`src/rtl/logic_arb_pkg.sv`:
```
// Shared encodings for the logic-unit arbiter: operation codes and FSM states.
package logic_arb_pkg;

  localparam logic [1:0] LOP_AND = 2'b00;
  localparam logic [1:0] LOP_OR  = 2'b01;
  localparam logic [1:0] LOP_XOR = 2'b10;
  localparam logic [1:0] LOP_NOR = 2'b11;

  typedef enum logic [1:0] {
    S_IDLE = 2'b00,
    S_EXEC = 2'b01,
    S_RESP = 2'b10
  } state_e;

endpackage

```
`src/rtl/rr_arbiter.sv`:
```
// Combinational round-robin arbiter: search starts one past the last grant and wraps.
module rr_arbiter #(
  parameter int unsigned NREQ = 2,
  localparam int unsigned IDXW = (NREQ > 1) ? $clog2(NREQ) : 1
) (
  input  logic [NREQ-1:0] req_i,
  input  logic [IDXW-1:0] last_i,
  output logic [NREQ-1:0] gnt_o,
  output logic [IDXW-1:0] idx_o
);

  logic            found;
  logic [IDXW-1:0] cand;

  // First requester at or after last+1 (mod NREQ) wins
  always_comb begin
    gnt_o = '0;
    idx_o = '0;
    found = 1'b0;
    cand  = '0;
    for (int i = 1; i <= int'(NREQ); i++) begin
      cand = IDXW'((int'(last_i) + i) % int'(NREQ));
      if (!found && req_i[cand]) begin
        found       = 1'b1;
        gnt_o[cand] = 1'b1;
        idx_o       = cand;
      end
    end
  end

endmodule

```
`src/rtl/logic_unit_arbiter.sv`:
```
// Shares one registered bitwise logic unit among NREQ requesters using round-robin
// arbitration and an IDLE -> EXEC -> RESP sequence per operation.
// Optional feature: define LOGIC_ARB_ZERO_FLAG_EN to add the rsp_zero output.
module logic_unit_arbiter
  import logic_arb_pkg::*;
#(
  parameter int unsigned WIDTH = 32,
  parameter int unsigned NREQ  = 2
) (
  input  logic                  clk,
  input  logic                  rst_n,
  input  logic [NREQ-1:0]       req_valid,
  output logic [NREQ-1:0]       req_ready,
  input  logic [2*NREQ-1:0]     req_op,
  input  logic [WIDTH*NREQ-1:0] req_a,
  input  logic [WIDTH*NREQ-1:0] req_b,
  output logic [NREQ-1:0]       rsp_valid,
  input  logic [NREQ-1:0]       rsp_ready,
  output logic [WIDTH-1:0]      rsp_data,
  output logic                  busy
`ifdef LOGIC_ARB_ZERO_FLAG_EN
  ,
  output logic                  rsp_zero
`endif
);

  localparam int unsigned IDXW = (NREQ > 1) ? $clog2(NREQ) : 1;

  state_e          state_q;
  logic [IDXW-1:0] grant_q;
  logic [IDXW-1:0] last_q;
  logic [1:0]      op_q;
  logic [WIDTH-1:0] a_q;
  logic [WIDTH-1:0] b_q;
  logic [WIDTH-1:0] result_q;
  logic [NREQ-1:0] rsp_valid_q;
`ifdef LOGIC_ARB_ZERO_FLAG_EN
  logic            zero_q;
`endif

  logic [NREQ-1:0]  win_gnt;
  logic [IDXW-1:0]  win_idx;
  logic [WIDTH-1:0] op_result;

  logic [1:0]       op_arr [NREQ];
  logic [WIDTH-1:0] a_arr  [NREQ];
  logic [WIDTH-1:0] b_arr  [NREQ];

  for (genvar g = 0; g < int'(NREQ); g++) begin : g_unpack
    assign op_arr[g] = req_op[2*g +: 2];
    assign a_arr[g]  = req_a[WIDTH*g +: WIDTH];
    assign b_arr[g]  = req_b[WIDTH*g +: WIDTH];
  end

  rr_arbiter #(
    .NREQ (NREQ)
  ) u_rr_arbiter (
    .req_i  (req_valid),
    .last_i (last_q),
    .gnt_o  (win_gnt),
    .idx_o  (win_idx)
  );

  // Logic unit operating on the latched operands
  always_comb begin
    op_result = '0;
    unique case (op_q)
      LOP_AND: op_result = a_q & b_q;
      LOP_OR:  op_result = a_q | b_q;
      LOP_XOR: op_result = a_q ^ b_q;
      LOP_NOR: op_result = ~(a_q | b_q);
      default: op_result = '0;
    endcase
  end

  // Arbitration FSM with operand, result and response registers
  always_ff @(posedge clk or negedge rst_n) begin
    if (!rst_n) begin
      state_q     <= S_IDLE;
      grant_q     <= '0;
      last_q      <= IDXW'(NREQ - 1);
      op_q        <= LOP_AND;
      a_q         <= '0;
      b_q         <= '0;
      result_q    <= '0;
      rsp_valid_q <= '0;
`ifdef LOGIC_ARB_ZERO_FLAG_EN
      zero_q      <= 1'b0;
`endif
    end else begin
      unique case (state_q)
        S_IDLE: begin
          if (|req_valid) begin
            grant_q <= win_idx;
            op_q    <= op_arr[win_idx];
            a_q     <= a_arr[win_idx];
            b_q     <= b_arr[win_idx];
            state_q <= S_EXEC;
          end
        end
        S_EXEC: begin
          result_q             <= op_result;
`ifdef LOGIC_ARB_ZERO_FLAG_EN
          zero_q               <= (op_result == '0);
`endif
          rsp_valid_q          <= '0;
          rsp_valid_q[grant_q] <= 1'b1;
          state_q              <= S_RESP;
        end
        S_RESP: begin
          // Only the granted requester's rsp_ready can retire the response
          if (rsp_ready[grant_q]) begin
            rsp_valid_q <= '0;
            last_q      <= grant_q;
            state_q     <= S_IDLE;
          end
        end
        default: state_q <= S_IDLE;
      endcase
    end
  end

  assign req_ready = (state_q == S_IDLE) ? win_gnt : '0;
  assign rsp_valid = rsp_valid_q;
  assign rsp_data  = result_q;
  assign busy      = (state_q != S_IDLE);
`ifdef LOGIC_ARB_ZERO_FLAG_EN
  assign rsp_zero  = zero_q;
`endif

endmodule

```
`config.mk`:
```
export PLATFORM = sky130hd
export DESIGN_NAME = logic_unit_arbiter
export DESIGN_NICKNAME = d
export VERILOG_FILES = /design/src/rtl/logic_arb_pkg.sv /design/src/rtl/rr_arbiter.sv /design/src/rtl/logic_unit_arbiter.sv
export SDC_FILE = /design/constraint.sdc
export NUM_CORES = 1
export LEC_CHECK = 0
export ABC_AREA = 1
export CAP_MARGIN = 10
export CORE_AREA = 4 4 138 140
export CTS_CLUSTER_DIAMETER = 200
export DETAILED_ROUTE_END_ITERATION = 16
export DIE_AREA = 0 0 142 144
export PLACE_DENSITY = 0.72
export SLEW_MARGIN = 20
export SYNTH_ARGS = -nofsm -noshare
export SYNTH_HDL_FRONTEND = slang
export SYNTH_HIERARCHICAL = 1
export SYNTH_SLANG_ARGS = --single-unit
```
`constraint.sdc`:
```
create_clock -name clk -period 1.4 [get_ports clk]
set_input_delay 0.28 -clock clk [delete_from_list [all_inputs] [get_ports clk]]
set_output_delay 0.28 -clock clk [all_outputs]
set_load 0.01 [all_outputs]
```
Word level (Yosys, flattened, before mapping)
Index checks and enable logic that the tools add are counted.

Output and inout port bits: 37. Input port bits: 138. Register bits after elaboration: 104. Word-level logic and storage cells: 76.

Bitwise logic cells: 6. Reductions and logical operators: 14. Equal/unequal tests: 7. Add/subtract/negate cells: 2. Multiplexer cells: 32. Magnitude comparators: 7.

Operators with widths (count): 32-bit two-way mux (6); 32-bit case mux with 4 select lines (1); 32-bit bitwise AND (1); 32-bit inverter (1); 32-bit bitwise OR (1); 32-bit bitwise XOR (1); 2-bit two-way mux (8); 1-bit two-way mux (12); 2-bit AND reduction (4); 2-bit == test (second input constant) (3); 1-bit by 2-bit less-than comparator with 1-bit output (second input constant) (3); 2-bit case mux with 3 select lines (1); 2-bit by 1-bit == test with 1-bit output (second input constant) (2); 1-bit logical AND (4); 2-bit zero test (2); 2-bit inequality test (second input constant) (2); 2-bit case mux with 2 select lines (1); 2-bit nonzero test (2); 1-bit demux with 1-bit select (3); 1-bit >= comparator (second input constant) (3); 1-bit adder (second input constant) (2); 2-bit >= comparator (second input constant) (1); 1-bit inverter with 2-bit output (1); 2-bit bitwise OR (1); 2 further kinds (2).

Depth between registers and ports, before layout
Depth in word-level cells: 11. Gate-level depth with buffers: 10. Mapped depth without buffers: 7.

Cells and area by module
Netlist, hierarchy kept.

By module, submodules not included: logic_unit_arbiter (cells an instance 974, sequential area each 2603.7 µm², instances 1, area an instance 6854.1 µm²); rr_arbiter (cells an instance 6, sequential area each 0.0 µm², instances 1, area an instance 25.0 µm²).

Worst setup path after synthesis
No wires, ideal clock.

Path type: register to register. From: register last_q. To: register op_q[0]. Required time: 1.277 ns. Clock period less this slack: 1.344 ns. Path buffers: 3. Arrival time: 1.221 ns. Setup time: 0.123 ns. Cell stages (with the launch flop): 9. Slack: 0.056 ns. Path through: dfstp_2 > a21oi_1 > buf_2 > buf_4 > buf_2 > nand2_1 > nand2_1 > nand2_1 > o21ai_1.

Word-level cells in the longest chain between the ends: 11. Elaborated cells between the ends (all ways): 15. Classes of those cells: 2 x add/sub; 10 x mux; 1 x bitwise; 2 x reduce/logical.

RTL lines: from (decl) (RTL line logic_unit_arbiter.sv:31) `logic [IDXW-1:0] last_q;`; from (signal assigned) (RTL line logic_unit_arbiter.sv:81) `last_q <= IDXW'(NREQ - 1);`; from (signal assigned) (RTL line logic_unit_arbiter.sv:114) `last_q <= grant_q;`; 1-bit adder (RTL line rr_arbiter.sv:22) `cand = IDXW'((int'(last_i) + i) % int'(NREQ));`; 1-bit two-way mux (implied by the code) (2 in a row) (RTL line rr_arbiter.sv:23) `if (!found && req_i[cand]) begin`; 1-bit two-way mux (RTL line rr_arbiter.sv:23); 1-bit zero test (RTL line rr_arbiter.sv:23); 1-bit logical AND (RTL line rr_arbiter.sv:23); 1-bit two-way mux (*) (RTL line rr_arbiter.sv:23); via win_idx (RTL line logic_unit_arbiter.sv:42) `logic [IDXW-1:0] win_idx;`; 1-bit inverter with 2-bit output (implied by the code) (*) (RTL line logic_unit_arbiter.sv:95) `op_q <= op_arr[win_idx];`; 2-bit two-way mux (implied by the code) (*) (3 in a row) (RTL line logic_unit_arbiter.sv:95); to (signal assigned) (RTL line logic_unit_arbiter.sv:95); to (decl) (RTL line logic_unit_arbiter.sv:32) `logic [1:0] op_q;`.

The timed path passes the listed nets; every way through them passes the cells marked *. The select of a mux whose other input is x is not followed. A chain may end at the register's enable or synchronous reset.

Worst setup path in the final report
From: register last_q. To: register b_q[22].

Word-level cells in the longest chain between the ends: 11. Elaborated cells between the ends (all ways): 15. Classes of those cells: 2 x add/sub; 10 x mux; 1 x bitwise; 2 x reduce/logical.

RTL lines: 1-bit adder (RTL line rr_arbiter.sv:22); 1-bit two-way mux (implied by the code) (2 in a row) (RTL line rr_arbiter.sv:23); 1-bit two-way mux (RTL line rr_arbiter.sv:23); 1-bit zero test (RTL line rr_arbiter.sv:23); 1-bit logical AND (RTL line rr_arbiter.sv:23); 1-bit two-way mux (*) (RTL line rr_arbiter.sv:23); via win_idx (RTL line logic_unit_arbiter.sv:42); 1-bit inverter with 2-bit output (implied by the code) (*) (RTL line logic_unit_arbiter.sv:97) `b_q <= b_arr[win_idx];`; 32-bit two-way mux (implied by the code) (*) (3 in a row) (RTL line logic_unit_arbiter.sv:97); to (signal assigned) (RTL line logic_unit_arbiter.sv:97); to (decl) (RTL line logic_unit_arbiter.sv:34) `logic [WIDTH-1:0] b_q;`.

Marks and branches as above.

==> key figures <==
Status
  • Status: finished with violations
  • Failing checks: setup timing

Drt
  • Routed len/inst: between 15 and 20 um
  • Routed vias: 6988
  • Residual DRC: 0
  • Number of iterations in the first detailed-routing pass: 6
  • DRT Wirelength: 22300 um
  • Initial DRC count: 502
  • Number of vias per cell: about 4.9
  • ANT nets after route: 0

Global routing
  • Vias in the first global route: 6770
  • Total grt overflow: 0
  • Largest net degree at the start of global routing: 50
  • GRT Overall Usage: a little over a fifth
  • Initial antenna violation count: 0
  • First-pass GRT wire length: 34100 um

Timing
  • Min cycle time layout: approximately 1.6 ns
  • Hold Slack: about 0.39 ns
  • Clk_skew: just over 0.01 ns
  • Period utilization: 114%
  • Achievable clock frequency: around 630 MHz
  • Setup TNS: -8.97 ns
  • Fin. max-slew vios: 0
  • Worst setup margin: -0.195 ns
  • Hold Vio Cnt, Final: 0
  • Unrepaired setup endpoints after global routing: true
  • Final setup viols: ~70
  • Relative slew slack: around 74%
  • Worst-Margin Slew: slightly below 0.4 ns

Critical path
  • RR Startpoint: last_q$_DFFE_PN1P_
  • Crit path max-delay family: buffers and inverters
  • Crit. End Element: register
  • Arrival time worst endpoint: 1.84 ns
  • CP max stage delay: 0.38 ns
  • Data required time of the worst path: around 1.6 ns
  • Startpoint Class: register
  • CP bufs+invs: 4
  • Crit-path most repeated cell: nand2_1
  • Cell Chain, Critical Path: buf_6 > a21oi_4 > inv_6 > buf_4 > buf_12 > nand2_1 > nand2_1 > nand2_1 > o21ai_1
  • R2r endpoint: b_q[22]$_DFFE_PN0P_
  • WS Path Type: reg -> reg
  • Register-to-register setup slack: -0.20 ns
  • Worst path slowest cell: dfstp_2
  • R2R depth: 9
  • Max FO, Critical Path: 8

Yosys
  • Syn Area/Cell: around 7 um^2
  • Post-synthesis xor/xnor area fraction: 0%
  • Cell with the most instances after synthesis: nand2_1
  • Synth Area in Adders: a little under an eighth
  • Main flop type after synthesis: dfrtp_1
  • Yosys top cell by area: dfrtp_1
  • Mapped Nets: around 1200
  • Synth area leaders: dfrtp_1, nand2_1, ha_1, nand3_1, inv_1
  • Largest family of logic cells by synthesized area: simple AND/OR/NAND/NOR gates
  • Async S/R FF share, synth: 100%
  • Complex-gate fraction of the synthesized area: under 10%
  • Synth Warn #: 6
  • Area share of the largest cell type after synthesis: 37.5%
  • Synth top cells by count: nand2_1, nand3_1, dfrtp_1, inv_1, nor2_1
  • Cell area after synthesis: between 6000 and 7000 um^2
  • Post-Synth Simple-Gate Area: roughly 34%
  • Yosys reg bits: roughly 100
  • Cell variety after synth: 18
  • Register area share after synthesis: 37.9%
  • Mux cell area share after synthesis: 0%
  • Post-synth EDFFs: 0
  • Cell count after synthesis: between 900 and 1000

Power
  • Power Density: 1950 nW/um^2
  • P_leak: 5.14 nW
  • Peak supply drop: 1.65 mV

Finish
  • Layout cell share with drive strength beyond 1: between 10% and 20%
  • Non-Filler Instances: ~1400
  • Filler cells: between 1500 and 2000
  • Diode count: 0
  • Layout area overhead: 51.2%
  • Nets: 1383

Run
  • Max Cap Violations: 0

Clocking
  • Clk_lat worst skew: roughly 0.36 ns
  • Number of H-tree levels: 3
  • CTS root buf: clkbuf_16
  • CTS Buf Count: 9
  • CTS tree: built
  • Clk pin slew, worst setup/hold paths: roughly 0.08 ns
  • Clock sinks: around 100
  • CTS max path bufs: 2

Placed design
  • Place WS: -0.509 ns
  • IO Port Bufs: 174
  • Global placement routability congestion: approximately 0.8
  • Placed cells: 1357
  • Hpwl dp: approximately 13000 um

Floorplan
  • I/O pins: around 180
  • Chip Height: between 100 and 150 um
  • Die Wd: approximately 140 um
  • # rows: 49
  • Core area: 17800 um^2
  • Die Area: 20400 um^2
  • Initial core utilization: a little under 40%

Min path
  • Hold WC Path Type: in -> async
## worst register-to-register path: cells and delay by family, from the launching register on
family          cells  cell delay (ns)
buf+inv             4             0.56
flops               1             0.38
compound gates      2             0.34
simple gates        3             0.22
## worst max path at each step
stage,from,end,depth (start not counted)
2_1_floorplan,last_q$_DFFE_PN1P_,op_q[0]$_DFFE_PN0P_,8
3_3_place_gp,req_valid[0],req_ready[0],6
3_5_place_dp,req_valid[0],req_ready[0],6
4_1_cts,last_q$_DFFE_PN1P_,req_ready[1],5
5_1_grt,last_q$_DFFE_PN1P_,b_q[16]$_DFFE_PN0P_,9
6_report,last_q$_DFFE_PN1P_,b_q[22]$_DFFE_PN0P_,9
## per-layer routing
layer	wire [um]	part of all wire (%)	vias up	GRT usage (%)
li1	-	-	3449	-
met1	9330	42	3253	26.1
met2	10800	49	241	36.7
met3	1520	6.8	45	3.87
met4	623	2.8	0	7.58
met5	0	0	-	0
## where the power goes
part | leakage [nW] | total [mW] | internal (mW) | switching (mW)
clock network | 0.151 | 2.62 | 1.40 | 1.22
logic | 3.73 | 12.2 | 5.40 | 6.80
registers | 1.26 | 5.42 | 4.52 | 0.893
total | 5.14 | 20.2 | 11.3 | 8.91
## cells by family (layout without fill, tap and decap cells)
logic type | count (synthesis) | in the layout
flip-flops | 104 | 104
AND/OR/NAND/NOR | 577 | 577
AO/OA/AOI/OAI | 70 | 70
adder cells (fa/ha/maj) | 64 | 64
buffers and inverters | 165 | 371
## flip-flops by register name, indices dropped and copies added (netlist names)
register and cells:
a_q 32, b_q 32, rsp_data 32, op_q 2
rsp_valid 2, state_q 2, grant_q 1, last_q 1
## through the flow
stage               util [%]  area (um^2)  power [mW]
finish                  58.3        10400        20.2
global route            58.3        10400        22.0
CTS                     56.9        10200        19.1
detailed placement      50.3         8970        15.8
global placement        50.3         8970        15.5
floorplan                  -         6880        12.1
## timing repair
item,4_1_cts,5_1_grt
hold endpoints to repair,21,0
resized for setup,186,30
gates cloned,15,5
setup endpoints to repair,103,103
pin swaps,25,20
hold buffers,1,0
buffers inserted,17,7
## cell usage in the layout, fill, tap and decap left out
master | synthesis | routed
clkdlybuf4s50_1 | 0 | 134
nor2_8 | 1 | 1
a21oi_4 | 0 | 1
inv_4 | 0 | 1
nand2_2 | 0 | 79
dlygate4sd3_1 | 0 | 1
buf_2 | 38 | 2
buf_4 | 12 | 21
inv_8 | 0 | 1
nand2_4 | 1 | 10
buf_16 | 0 | 15
dfrtp_2 | 0 | 1
a21oi_2 | 0 | 1
inv_6 | 0 | 2
o21ai_1 | 42 | 66
buf_6 | 7 | 11
ha_1 | 64 | 64
nor2_4 | 0 | 2
inv_1 | 103 | 101
nand3_2 | 0 | 1
bufinv_16 | 0 | 1
nand3_1 | 132 | 131
clkinv_2 | 0 | 4
nand2_1 | 341 | 253
clkbuf_16 | 0 | 13
nor2_2 | 2 | 10
dfrtp_4 | 0 | 1
o21ai_0 | 26 | 2
inv_2 | 3 | 3
dfrtp_1 | 103 | 101
nor2_1 | 100 | 90
buf_12 | 0 | 25
dlygate4sd2_1 | 0 | 36
dfstp_2 | 1 | 1
## cell type report
| class | instances | area, um^2 | area share (%) |
|---|---|---|---|
| repair buffers | 249 | 2970 | 28.6 |
| well taps | 229 | 287 | 2.76 |
| clock inverters | 7 | 70.1 | 0.674 |
| clock buffers | 9 | 225 | 2.17 |
| multi-input cells | 711 | 3830 | 36.8 |
| inverters | 106 | 405 | 3.90 |
| flip-flops and latches | 104 | 2610 | 25.1 |
No activity file was read; power rests on OpenSTA's default activity.
